`src/rtl/snow64_ext_data_access_bridge.sv`:
```
// snow64_ext_data_access_bridge: serialises one LAR-width CPU access into narrow
// req/ack bus beats and returns the assembled read data or a write completion.
module snow64_ext_data_access_bridge #(
  parameter int ADDR_WIDTH     = 64,
  parameter int LAR_DATA_WIDTH = 256,
  parameter int BUS_DATA_WIDTH = 64
) (
  input  logic                      clk,
  input  logic                      rst_n,
  input  logic                      in_req,
  input  logic                      in_access_type,
  input  logic [ADDR_WIDTH-1:0]     in_addr,
  input  logic [LAR_DATA_WIDTH-1:0] in_data,
  output logic                      out_valid,
  output logic [LAR_DATA_WIDTH-1:0] out_data,
  output logic                      busy,
  output logic                      bus_req,
  output logic                      bus_we,
  output logic [ADDR_WIDTH-1:0]     bus_addr,
  output logic [BUS_DATA_WIDTH-1:0] bus_wdata,
  input  logic                      bus_ack,
  input  logic [BUS_DATA_WIDTH-1:0] bus_rdata
);
  localparam int NUM_BEATS  = LAR_DATA_WIDTH / BUS_DATA_WIDTH;
  localparam int BEAT_BYTES = BUS_DATA_WIDTH / 8;
  localparam int LINE_BYTES = LAR_DATA_WIDTH / 8;
  localparam int CW         = NUM_BEATS > 1 ? $clog2(NUM_BEATS) : 1;

  typedef enum logic [1:0] {StIdle, StBeat, StDone} stateT;

  stateT                     state, nextState;
  logic [CW-1:0]             count;
  logic [ADDR_WIDTH-1:0]     base;
  logic                      isWrite;
  logic [LAR_DATA_WIDTH-1:0] wrData, rdBuf, outDataReg;
  logic                      lastBeat;

  assign lastBeat = count == CW'(NUM_BEATS - 1);

  always_ff @(posedge clk)
    if (!rst_n) state <= StIdle;
    else        state <= nextState;

  always_comb begin
    nextState = state;
    nextState = state == StIdle ? (in_req ? StBeat : StIdle)
              : state == StBeat ? (bus_ack && lastBeat ? StDone : StBeat)
              : StIdle;
  end

  assign busy      = state != StIdle;
  assign bus_req   = state == StBeat;
  assign bus_we    = bus_req && isWrite;
  assign bus_addr  = base + ADDR_WIDTH'(count) * ADDR_WIDTH'(BEAT_BYTES);
  assign bus_wdata = wrData[count*BUS_DATA_WIDTH +: BUS_DATA_WIDTH];
  assign out_valid = state == StDone;
  // Completion data is shown live in DONE and then frozen for later cycles.
  assign out_data  = out_valid ? (isWrite ? '0 : rdBuf) : outDataReg;

  always_ff @(posedge clk)
    if (!rst_n) begin
      count      <= '0;
      base       <= '0;
      isWrite    <= 1'b0;
      wrData     <= '0;
      rdBuf      <= '0;
      outDataReg <= '0;
    end else begin
      if (state == StIdle && in_req) begin
        isWrite <= in_access_type;
        base    <= in_addr & ~ADDR_WIDTH'(LINE_BYTES - 1);
        wrData  <= in_data;
        count   <= '0;
      end
      if (state == StBeat && bus_ack) begin
        if (!isWrite) rdBuf[count*BUS_DATA_WIDTH +: BUS_DATA_WIDTH] <= bus_rdata;
        if (!lastBeat) count <= count + 1'b1;
      end
      if (state == StDone) outDataReg <= out_data;
    end
endmodule

```
`config.mk`:
```
export PLATFORM = sky130hd
export DESIGN_NAME = snow64_ext_data_access_bridge
export DESIGN_NICKNAME = d
export VERILOG_FILES = /design/src/rtl/snow64_ext_data_access_bridge.sv
export SDC_FILE = /design/constraint.sdc
export NUM_CORES = 2
export LEC_CHECK = 0
export CAP_MARGIN = 10
export CORE_UTILIZATION = 40
export CTS_CLUSTER_SIZE = 24
export DETAILED_ROUTE_END_ITERATION = 7
export GPL_TIMING_DRIVEN = 0
export MAX_ROUTING_LAYER = met4
export PLACE_DENSITY = 0.72
export SLEW_MARGIN = 20
export SYNTH_ARGS = -nofsm -noshare
export SYNTH_HDL_FRONTEND = slang
export SYNTH_SLANG_ARGS = --single-unit
```
`constraint.sdc`:
```
create_clock -name clk -period 2.88 [get_ports clk]
set_input_delay 0.576 -clock clk [delete_from_list [all_inputs] [get_ports clk]]
set_output_delay 0.576 -clock clk [all_outputs]
set_load 0.1 [all_outputs]
```
==> metrics.md <==
| Metric | Value |
|---|---|
| Post-synth EDFFs | 0 |
| Final Hold Vio Count | 0 |
| Crit Path Max Fanout | 6 |
| DRC Markers | 0 |
| DR vias | between 30000 and 40000 |
| Critical path type | reg -> out |
| Total GRT Usage | 30.9% |
| Setup crit end | out_data[189] |
| Vias in the first global route | between 30000 and 40000 |
| Crit end category | output pin |
| CTS tree | yes |
| Final Cycle Share | ~99% |
| Layout area overhead | 39.4% |
| Root buffer cell | clkbuf_16 |
| Total of max-cap violations | 0 |
| Reg2Reg Depth | 10 |
| Number of core rows | 108 |
| Final setup fails | 0 |
| Chip Height | between 200 and 300 um |
| Reg2reg setup slack | about 0.070 ns |
| Top FF cell, synth | dfxtp_1 |
| Synthesized cell area | 0.0354 mm2 |
| Max-slew headroom | approximately a fifth |
| Number of H-tree levels | 3 |
| Clock power share | around 42% |
| Status | finished, final reports clean |
| Logic pwr share | between 10% and 20% |
| Routability congestion estimate | 0.965 |
| Unique cell type count in the Yosys netlist | 35 |
| Clk_lat worst skew | approximately 0.66 ns |
| Top post-synthesis cells by count | nand2_1, dfxtp_1, a21boi_0 |
| Vias/cell | between 5 and 6 |
| Critical path launch point | state[0] |
| Reg2reg end | rdBuf[242] |
| Area contributors post-synth | dfxtp_1, nand2_1, a21boi_0 |
| Switching Power | 0.00746 W |
| Post-Syn Instances | 4027 |
| First-pass GRT wire length | ~200000 um |
| FF+latch area | roughly 0.017 mm2 |
| R2R Path Start | count[1] |
| Crit path time final | 2.85 ns |
| Max Slew Vio Count | 0 |
| ANT nets after route | 0 |
| HP Class | reg -> reg |
| FMAX | 351 MHz |
| Clk slew on worst S/H paths | approximately 0.060 ns |
| Post-DP HPWL | approximately 110000 um |
| Core Util, Final | 56.6% |
| Nets | 5305 |
| Largest net degree at the start of global routing | 15 |
| Worst vdd ir | between 0.0004 and 0.0005 V |
| Initial antenna violation count | 40 |
| Mapped Avg Cell Area | 8.80 um2 |
| WP data required | approximately 2.3 ns |
| Drt total wl | 139000 um |
| Sw Share | roughly 28% |
| Initial Util | slightly above 40% |
| Internal power | between 0.015 and 0.02 W |
| 1st-pass router iterations | 5 |
| Synthesis Warnings | 0 |
| Sequential share of the synthesized area | between 40 and 50% |
| Worst setup SP type | register |
| Pleak | 20.0 nW |
| Most common cell in the netlist | nand2_1 |
| Pwr Density | ~550 mW/mm2 |
| Clock buffer depth | 3 |
| Hold_buf cts | 0 |
| Share of cells above drive strength 1 | roughly 17% |
| CP Data Arrival Time | ~2.3 ns |
| Top-area cell type share of the netlist area | a little under half |
| Multi-input logic area | between 0.015 and 0.02 mm2 |
| Yosys top cell by area | dfxtp_1 |
| Num CTS Buffers | 90 |
| Asr flop ratio synth | 0% |
| GRT overflow | 0 |
| Worst hold slack | between 0.4 and 0.5 ns |
| Register bit count reported by yosys | between 800 and 900 |
| Final clock skew | ~0.035 ns |
| DRT iter0 DRCs | about 2300 |
| Full die area | between 0.08 and 0.09 mm2 |
| Fill count | approximately 7900 |
| Die Wd | about 300 um |
| Sequential power share | between 40% and 50% |
| Drt wl/cell | about 23 um |
| Worst slew pin tran | between 1 and 1.5 ns |
| I/O Pins | ~780 |
| Num Clock Sinks | about 830 |
| Core Box Area | between 0.08 and 0.09 mm2 |
| I/O Buffers | 767 |
-- stage by stage --
stage               setup slack, ns  setup TNS, ns  cells  power [W]  instance area (um2)
floorplan                   0.00973              0   4029     0.0142                35400
global placement              -1.34        -399.37   5951     0.0157                44600
detailed placement            -1.33        -380.72   5951     0.0157                44600
CTS                          -0.142          -1.02   6130     0.0271                48900
global route                -0.0192        -0.0717   6170     0.0278                49400
finish                       0.0333              0   6173     0.0270                49400
-- worst min-delay path by stage --
stage / start / end / slack (ns) / depth (start not counted)
global placement: wrData[133] / wrData[133] / 0.44 / 2
detailed placement: wrData[184] / wrData[184] / 0.44 / 2
global route: in_data[122] / wrData[122] / 0.45 / 3
finish: wrData[167] / wrData[167] / 0.45 / 2
floorplan: wrData[128] / wrData[128] / 0.43 / 2
CTS: in_data[122] / wrData[122] / 0.43 / 3
-- power by group through the flow --
stage               clock, W  sequential (W)  combinational, W
finish                0.0114          0.0120           0.00356
global route          0.0120          0.0120           0.00372
CTS                   0.0115          0.0120           0.00354
detailed placement         0          0.0122           0.00346
global placement           0          0.0122           0.00345
floorplan                  0          0.0125           0.00168
-- state kept, by name, indices dropped and copies added, names as in the netlist --
| register | count |
|---|---|
| outDataReg | 256 |
| isWrite | 1 |
| count | 2 |
| base | 59 |
| rdBuf | 256 |
| state | 2 |
| wrData | 256 |
-- layout make-up --
| cell class | instances | area share (%) |
|---|---|---|
| multi-input cells | 2843 | 35.0 |
| flip-flops and latches | 832 | 33.7 |
| repair buffers | 793 | 18.0 |
| clock buffers | 134 | 5.20 |
| plain buffers | 347 | 4.20 |
| well taps | 1155 | 2.93 |
| clock inverters | 27 | 0.679 |
| diodes | 38 | 0.193 |
| inverters | 4 | 0.0557 |
-- cells in the final DEF, fill, tap and decap left out, types with 90 or more instances in the layout --
cell	n
nand2_1	1343
dfxtp_1	828
clkdlybuf4s50_1	440
a21boi_0	424
nand3_1	257
nand3b_1	256
mux2i_1	256
clkbuf_1	154
a21boi_1	148
buf_6	139
buf_4	119
buf_2	108
buf_12	98
clkbuf_16	90
-- worst max-delay path: stages (launching register included) --
cell	delay, ns
dfxtp_4	0.35
nand2b_4	0.14
buf_8	0.14
inv_12	0.09
buf_16	0.14
buf_12	0.13
buf_12	0.14
nand3b_1	0.14
nand2_2	0.15
buf_12	0.19
-- metal layers --
layer | track usage, % | routed length, um
met5 | - | 0
met4 | 14.7 | 6620
met3 | 5.90 | 10200
met2 | 48.5 | 64900
met1 | 38.2 | 57600
-- repair_timing --
| action | in CTS | in global routing |
|---|---|---|
| endpoints found under the setup margin | 582 | 281 |
| buffers inserted | 12 | 8 |
| pin swaps | 26 | 4 |
| resized for setup | 2464 | 113 |
| cloned | 7 | 1 |
-- logic make-up after synthesis --
kind of cell               count (synthesis)  share of synthesized area (%)
AOI/OAI and AO/OA                        575                           12.2
adders and majority gates                  5                          0.177
buffers and inverters                    354                           4.85
DFF                                      832                           47.0
muxes                                    320                           11.3
other                                      1                         0.0106
and+or+nand+nor                         1940                           24.5
Power figures use the tool's default switching activity.
